[src/rtl/instr_prefetch_buffer_pkg.sv]
// Shared types and constants for the instruction prefetch path.
// Widths, fetch FSM states and the queued {addr, instr} entry.
package instr_prefetch_buffer_pkg;

   localparam int RISCV_ADDR_WIDTH = 32;
   localparam int RISCV_WORD_WIDTH = 32;

   typedef logic [RISCV_ADDR_WIDTH-1:0] addr_t;
   typedef logic [RISCV_WORD_WIDTH-1:0] word_t;

   localparam addr_t PC_INCR = addr_t'(4);

   typedef enum logic [1:0] {
      PF_IDLE,
      PF_REQ,
      PF_REQ_DISCARD
   } prefetch_state_e;

   typedef struct packed {
      addr_t addr;
      word_t instr;
   } fetch_entry_t;

   function automatic addr_t word_align(addr_t a);
      return {a[RISCV_ADDR_WIDTH-1:2], 2'b00};
   endfunction

endpackage

[src/rtl/instr_prefetch_buffer_if.sv]
// Instruction memory port: valid/ready request, word read data.
// master = fetch side, slave = memory side.
interface instr_prefetch_buffer_if;
   import instr_prefetch_buffer_pkg::*;

   logic       valid;
   logic       ready;
   addr_t      addr;
   word_t      wdata;
   logic [3:0] we;
   word_t      rdata;

   modport master (
      output valid, addr, wdata, we,
      input  ready, rdata
   );

   modport slave (
      input  valid, addr, wdata, we,
      output ready, rdata
   );

endinterface

[src/rtl/instr_prefetch_buffer_fifo.sv]
// Generic synchronous FIFO, power-of-two depth.
// Clear beats push/pop; pop on empty is ignored.
module prefetch_fifo #(
   parameter int WIDTH = 64,
   parameter int DEPTH = 2
) (
   input  logic                     clk,
   input  logic                     rst_n,
   input  logic                     push,
   input  logic                     pop,
   input  logic                     clear,
   input  logic [WIDTH-1:0]         wdata,
   output logic [WIDTH-1:0]         rdata,
   output logic                     full,
   output logic                     empty,
   output logic [$clog2(DEPTH):0]   count
);

   localparam int AW = $clog2(DEPTH);
   localparam int CW = AW + 1;

   logic [WIDTH-1:0] mem [DEPTH];
   logic [AW-1:0]    wr_ptr;
   logic [AW-1:0]    rd_ptr;
   logic             do_push;
   logic             do_pop;

   assign do_pop  = pop && !empty;
   assign do_push = push && (!full || do_pop);
   assign full    = (count == CW'(DEPTH));
   assign empty   = (count == '0);
   assign rdata   = mem[rd_ptr];

   // Pointer and occupancy tracking
   always_ff @(posedge clk or negedge rst_n) begin
      if (!rst_n) begin
         wr_ptr <= '0;
         rd_ptr <= '0;
         count  <= '0;
      end else if (clear) begin
         wr_ptr <= '0;
         rd_ptr <= '0;
         count  <= '0;
      end else begin
         if (do_push) wr_ptr <= wr_ptr + AW'(1);
         if (do_pop)  rd_ptr <= rd_ptr + AW'(1);
         unique case ({do_push, do_pop})
            2'b10:   count <= count + CW'(1);
            2'b01:   count <= count - CW'(1);
            default: count <= count;
         endcase
      end
   end

   // Entry storage, zeroed on reset so the head reads 0 when idle
   always_ff @(posedge clk or negedge rst_n) begin
      if (!rst_n) begin
         for (int i = 0; i < DEPTH; i++) mem[i] <= '0;
      end else if (do_push && !clear) begin
         mem[wr_ptr] <= wdata;
      end
   end

endmodule

[src/rtl/instr_prefetch_buffer.sv]
// Sequential instruction prefetcher with redirect (flush) support.
// One imem request outstanding; fetched words queue for decode.
module instr_prefetch_buffer
   import instr_prefetch_buffer_pkg::*;
#(
   parameter int    DEPTH     = 2,
   parameter addr_t BOOT_ADDR = 32'h0000_0000
) (
   input  logic                     clk,
   input  logic                     rst_n,
   input  logic                     flush_i,
   input  addr_t                    flush_addr_i,
   output word_t                    instr_o,
   output addr_t                    instr_addr_o,
   output logic                     instr_valid_o,
   input  logic                     instr_ready_i,
   instr_prefetch_buffer_if.master  imem
);

   localparam int CW = $clog2(DEPTH);

   prefetch_state_e state;
   addr_t           pc;
   addr_t           req_addr_q;
   addr_t           flush_target;
   addr_t           issue_addr;
   logic            issue;
   logic            push;
   logic            pop;
   logic            space;
   logic            full;
   logic            empty;
   logic [CW:0]     count;
   int              count_next;
   fetch_entry_t    head;
   fetch_entry_t    entry_in;

   assign flush_target = word_align(flush_addr_i);

   // A returned word is kept only for a live, non-flushed request
   assign push     = (state == PF_REQ) && imem.ready && !flush_i;
   assign pop      = instr_valid_o && instr_ready_i;
   assign entry_in = '{addr: req_addr_q, instr: imem.rdata};

   // Room check on post-cycle occupancy so the next word always fits
   always_comb begin
      count_next = int'(count) + int'(push) - int'(pop);
      space      = (count_next < DEPTH);
   end

   // Decide whether a new request goes out this cycle, and where
   always_comb begin
      issue      = 1'b0;
      issue_addr = flush_i ? flush_target : pc;
      unique case (state)
         PF_IDLE:        issue = flush_i || space;
         PF_REQ:         issue = imem.ready && (flush_i || space);
         PF_REQ_DISCARD: issue = imem.ready;
         default:        issue = 1'b0;
      endcase
   end

   // Fetch FSM: request address, pc and discard tracking
   always_ff @(posedge clk or negedge rst_n) begin
      if (!rst_n) begin
         state      <= PF_IDLE;
         pc         <= BOOT_ADDR;
         req_addr_q <= '0;
      end else if (issue) begin
         state      <= PF_REQ;
         req_addr_q <= issue_addr;
         pc         <= issue_addr + PC_INCR;
      end else begin
         if (flush_i) pc <= flush_target;
         if (state == PF_REQ && flush_i) begin
            state <= PF_REQ_DISCARD;
         end else if (state == PF_REQ && imem.ready) begin
            state <= PF_IDLE;
         end
      end
   end

   prefetch_fifo #(
      .WIDTH ($bits(fetch_entry_t)),
      .DEPTH (DEPTH)
   ) u_fifo (
      .clk   (clk),
      .rst_n (rst_n),
      .push  (push),
      .pop   (pop),
      .clear (flush_i),
      .wdata (entry_in),
      .rdata (head),
      .full  (full),
      .empty (empty),
      .count (count)
   );

   assign imem.valid    = (state != PF_IDLE);
   assign imem.addr     = req_addr_q;
   assign imem.wdata    = '0;
   assign imem.we       = '0;

   assign instr_valid_o = !empty;
   assign instr_o       = empty ? '0 : head.instr;
   assign instr_addr_o  = empty ? '0 : head.addr;

   // Space reservation means a push never meets a full queue
   a_no_overflow: assert property (
      @(posedge clk) disable iff (!rst_n) !(push && full && !pop)
   );

endmodule

[src/flat_wrapper.sv]
// flat-port wrapper written by rule: the top's interface ports become plain ports
module instr_prefetch_buffer_flat import instr_prefetch_buffer_pkg::*;
#(
   parameter int    DEPTH     = 2,
   parameter addr_t BOOT_ADDR = 32'h0000_0000
)
  (clk, rst_n, flush_i, flush_addr_i, instr_o, instr_addr_o, instr_valid_o, instr_ready_i, imem_valid, imem_addr, imem_wdata, imem_we, imem_ready, imem_rdata);
  instr_prefetch_buffer_if imem_i ();
  input  logic clk;
  input  logic rst_n;
  input  logic flush_i;
  input  addr_t flush_addr_i;
  output word_t instr_o;
  output addr_t instr_addr_o;
  output logic instr_valid_o;
  input  logic instr_ready_i;
  output wire logic [$bits(imem_i.valid)-1:0] imem_valid;
  output wire logic [$bits(imem_i.addr)-1:0] imem_addr;
  output wire logic [$bits(imem_i.wdata)-1:0] imem_wdata;
  output wire logic [$bits(imem_i.we)-1:0] imem_we;
  input wire logic [$bits(imem_i.ready)-1:0] imem_ready;
  input wire logic [$bits(imem_i.rdata)-1:0] imem_rdata;
  assign imem_valid = imem_i.valid;
  assign imem_addr = imem_i.addr;
  assign imem_wdata = imem_i.wdata;
  assign imem_we = imem_i.we;
  assign imem_i.ready = imem_ready;
  assign imem_i.rdata = imem_rdata;
  instr_prefetch_buffer #(.DEPTH(DEPTH), .BOOT_ADDR(BOOT_ADDR)) u_core (.clk(clk), .rst_n(rst_n), .flush_i(flush_i), .flush_addr_i(flush_addr_i), .instr_o(instr_o), .instr_addr_o(instr_addr_o), .instr_valid_o(instr_valid_o), .instr_ready_i(instr_ready_i), .imem(imem_i));
endmodule
[config.mk]
export PLATFORM = sky130hd
export DESIGN_NAME = instr_prefetch_buffer_flat
export DESIGN_NICKNAME = d
export VERILOG_FILES = /design/src/rtl/instr_prefetch_buffer_pkg.sv /design/src/rtl/instr_prefetch_buffer_if.sv /design/src/rtl/instr_prefetch_buffer_fifo.sv /design/src/rtl/instr_prefetch_buffer.sv /design/src/flat_wrapper.sv
export SDC_FILE = /design/constraint.sdc
export NUM_CORES = 1
export LEC_CHECK = 0
export BUFFER_PORTS_ARGS = -buffer_cell sky130_fd_sc_hd__buf_2
export CORE_MARGIN = 10
export CORE_UTILIZATION = 50
export CTS_BUF_LIST = sky130_fd_sc_hd__clkbuf_8
export DETAILED_ROUTE_END_ITERATION = 7
export PLACE_DENSITY = 0.74
export SYNTH_ARGS = -nofsm -noshare
export SYNTH_HDL_FRONTEND = slang
export SYNTH_SLANG_ARGS = --single-unit
[constraint.sdc]
create_clock -name clk -period 8.3 [get_ports clk]
set_clock_uncertainty 0.2 [all_clocks]
set_input_delay 1.66 -clock clk [delete_from_list [all_inputs] [get_ports clk]]
set_output_delay 1.66 -clock clk [all_outputs]
set_load 0.01 [all_outputs]
==> flow_summary.json <==
{
  "status": "completed",
  "row_count": 50,
  "grt_max_degree": 126,
  "critPathLaunchType": "input port",
  "dieArea_um2": 24900,
  "synth_common_cells": "dfrtp_1 (198), mux2_2 (130), mux2i_1 (93)",
  "synth_cell_types": 54,
  "critPathMostFrequentCell": "ha_1",
  "setup-violations-final": 0,
  "worstPathCellList": "buf_2 > nor2_1 > nand3_1 > inv_1 > ha_1 > inv_1 > ha_1 > inv_1 > ha_1 > ha_1 > o221ai_1 > o211a_1 > nand2_2 > or4_1 > o211ai_1",
  "die_width_um": 158,
  "path_clk_slew_ns": 0.11,
  "core_um2": 18700,
  "ys_top_cells_by_area": "dfrtp_1 (52%), mux2_2 (15%), mux2i_1 (9.8%)",
  "intPower_w": 0.00198,
  "min_path_type": "reg2reg",
  "synth-edff-count": 0,
  "pwr-share-clk_pct": 21.0,
  "nFillCells": 1612,
  "routed_wl_mm": 21.0,
  "grt_pass1_wl_mm": 33.5,
  "vias": 6250,
  "cp.required_ns": 8.49,
  "power_density_nw_per_um2": 279,
  "r2r-start": "u_core.state[1]",
  "place.gp.congestion": 0.834,
  "start_util_pct": 50.7,
  "layout.nets": 1021,
  "synth.yosys.seq_area_share_pct": 52.2,
  "cts.root.buffer_cell": "clkbuf_8",
  "max-vdd-ir-drop_uv": 168,
  "io-pin-count": 203,
  "hp-start": "u_core.u_fifo.mem[25]",
  "cpPeakStageDelay_ns": 0.57,
  "post_cts_buffers": 0,
  "r2r-end": "u_core.pc[25]",
  "synthFlopType": "dfrtp_1",
  "max_cap_viol_count": 0,
  "chipHeight_um": 158,
  "p_sw_share_pct": 34.1,
  "place_hpwl_mm": 14.6,
  "port_buffers": 164,
  "holdBufCountCts": 0,
  "first_global_vias": 6344,
  "yosysMostFrequentCell": "dfrtp_1",
  "first_pass_iters": 4,
  "tns_ns": 0,
  "combPwrFrac_pct": 28.7,
  "area_growth_pct": 13.7,
  "ys_ff_latch": 198,
  "power.net_switching_w": 0.00103,
  "hold_viol_final": 0,
  "drc": 0,
  "post_cts_resized": 0,
  "fin_total_pwr_w": 0.00301,
  "hold_end": "u_core.u_fifo.mem[25]",
  "viasPerCell": 5.24,
  "max_freq_ghz": 0.198,
  "rsz0062_at_grt": "no",
  "synthArstFlopShare_pct": 100,
  "cts_made_buffers": 17,
  "grt_use_total_pct": 16.9,
  "wl_per_cell_um": 17.6,
  "cts_sinks": 198,
  "synthCells": 797,
  "drv_slew": 0,
  "cts-htree-levels": 4,
  "holdPathStages": 1,
  "grt_antenna_before_repair": 1,
  "yosys_warnings": 0,
  "rr_worst_depth": 14,
  "grt.overflow.total": 0,
  "synth_top_area_share_pct": 52.2,
  "worstMarginPinSlew_ns": 0.998,
  "worst_path_max_delay_cell": "buf_2",
  "cts_tree": "done",
  "clock_latency_ns": 0.46,
  "netlist_area_um2": 9490,
  "drt_first_iter_violations": 209,
  "p_leak_nw": 5.10,
  "critPathMaxFanout": 31,
  "worstPathArrival_ns": 5.24,
  "post-route-min-period_ns": 5.06,
  "endpoint_kind": "register",
  "syn_avg_cell_area_um2": 11.9,
  "slew-limit-headroom_pct": 33.4,
  "clk_path_buf_depth": 2,
  "yosys.area.top_type": "dfrtp_1",
  "ant_nets": 0,
  "rrSetupSlack_ns": 4.49,
  "drive_gt1_share_pct": 36.6,
  "critPathKind": "in2reg",
  "seq_power_share_pct": 50.4,
  "fin_crit_sh_pct": 60.9
}
==> per-stage QoR <==
stage	util (%)	setup WS, ns	instance area (um^2)	hold WS [ns]	std cells
final	57.7	3.24	10800	0.312	1192
after global routing	57.7	2.92	10800	0.327	1191
after CTS	57.7	3.24	10800	0.317	1191
after detailed placement	55.4	2.74	10400	0.293	1159
after global placement	55.4	2.81	10400	0.286	1159
after floorplan	-	3.70	9620	0.269	832
==> per-layer routing <==
metal	wire [um]	share of wire, %	up-vias	global-route usage (%)
met4	246	1.2	0	4.90
li1	-	-	2976	-
met2	9740	46	135	26.4
met1	9770	46	3125	22.4
met5	0	0	-	0
met3	1260	6.0	14	4.80
==> kinds of logic after synthesis <==
logic type / count (synthesis) / share of synthesized area [%]
simple gates: 184 / 9.12
other cells: 1 / 0.0395
fa+ha+maj: 8 / 1.13
xor+xnor: 33 / 3.05
buf+inv: 89 / 5.30
flops: 198 / 52.2
compound gates: 60 / 3.76
mux: 224 / 25.4
==> state kept, by name, indices dropped and copies added, names as in the netlist <==
register              cells
u_core.imem.addr         32
u_core.pc                32
u_core.state              2
u_core.u_fifo.count       2
u_core.u_fifo.mem       128
u_core.u_fifo.rd_ptr      1
u_core.u_fifo.wr_ptr      1
==> power groups by stage <==
stage	Combinational (W)	Clock [W]	Sequential [W]
2_1_floorplan	0.000600	0	0.00150
3_3_place_gp	0.000847	0	0.00152
3_5_place_dp	0.000875	0	0.00154
4_1_cts	0.000878	0.000656	0.00152
5_1_grt	0.000960	0.000701	0.00156
6_report	0.000863	0.000632	0.00152
==> cells in the final DEF (no fill, tap or decap), types with 6 or more instances in the layout <==
cell type | Yosys | final
conb_1 | 1 | 36
nand3_1 | 9 | 9
nor2b_1 | 6 | 6
o21ai_0 | 39 | 39
dfrtp_1 | 198 | 197
nor3_1 | 11 | 10
xnor2_1 | 20 | 20
xor2_1 | 13 | 13
inv_1 | 11 | 11
mux2_2 | 130 | 130
clkbuf_8 | 0 | 18
ha_1 | 7 | 7
nand2_1 | 46 | 45
buf_2 | 9 | 163
nand4_1 | 7 | 7
buf_4 | 36 | 7
nor2_1 | 80 | 79
mux2i_1 | 93 | 93
inv_6 | 0 | 6
==> worst max-delay path by stage <==
stage	from	end	slack [ns]	depth (start not counted)
floorplan	flush_i	u_core.pc[25]	3.70	16
global placement	flush_i	u_core.pc[25]	2.81	15
detailed placement	flush_i	u_core.pc[25]	2.74	15
CTS	flush_i	u_core.pc[25]	3.24	15
global route	flush_i	u_core.pc[25]	2.92	15
finish	flush_i	u_core.pc[25]	3.24	15
==> critical path: cells and delay by family <==
| kind | cells | cell delay (ns) |
|---|---|---|
| fa+ha+maj | 4 | 0.68 |
| compound gates | 3 | 0.92 |
| simple gates | 4 | 1.16 |
| buf+inv | 4 | 0.81 |
==> area by class of cell <==
class	count	area, um^2	area share (%)
inverter	11	41.3	0.383
tap	234	293	2.71
clock buffer	17	234	2.17
clock inverter	15	181	1.68
timing repair buffer	171	882	8.18
sequential	198	4960	46.0
antenna	1	2.50	0.0232
multi-input combinational	545	4190	38.9
Note: power is estimated with default switching activity, not from simulation.
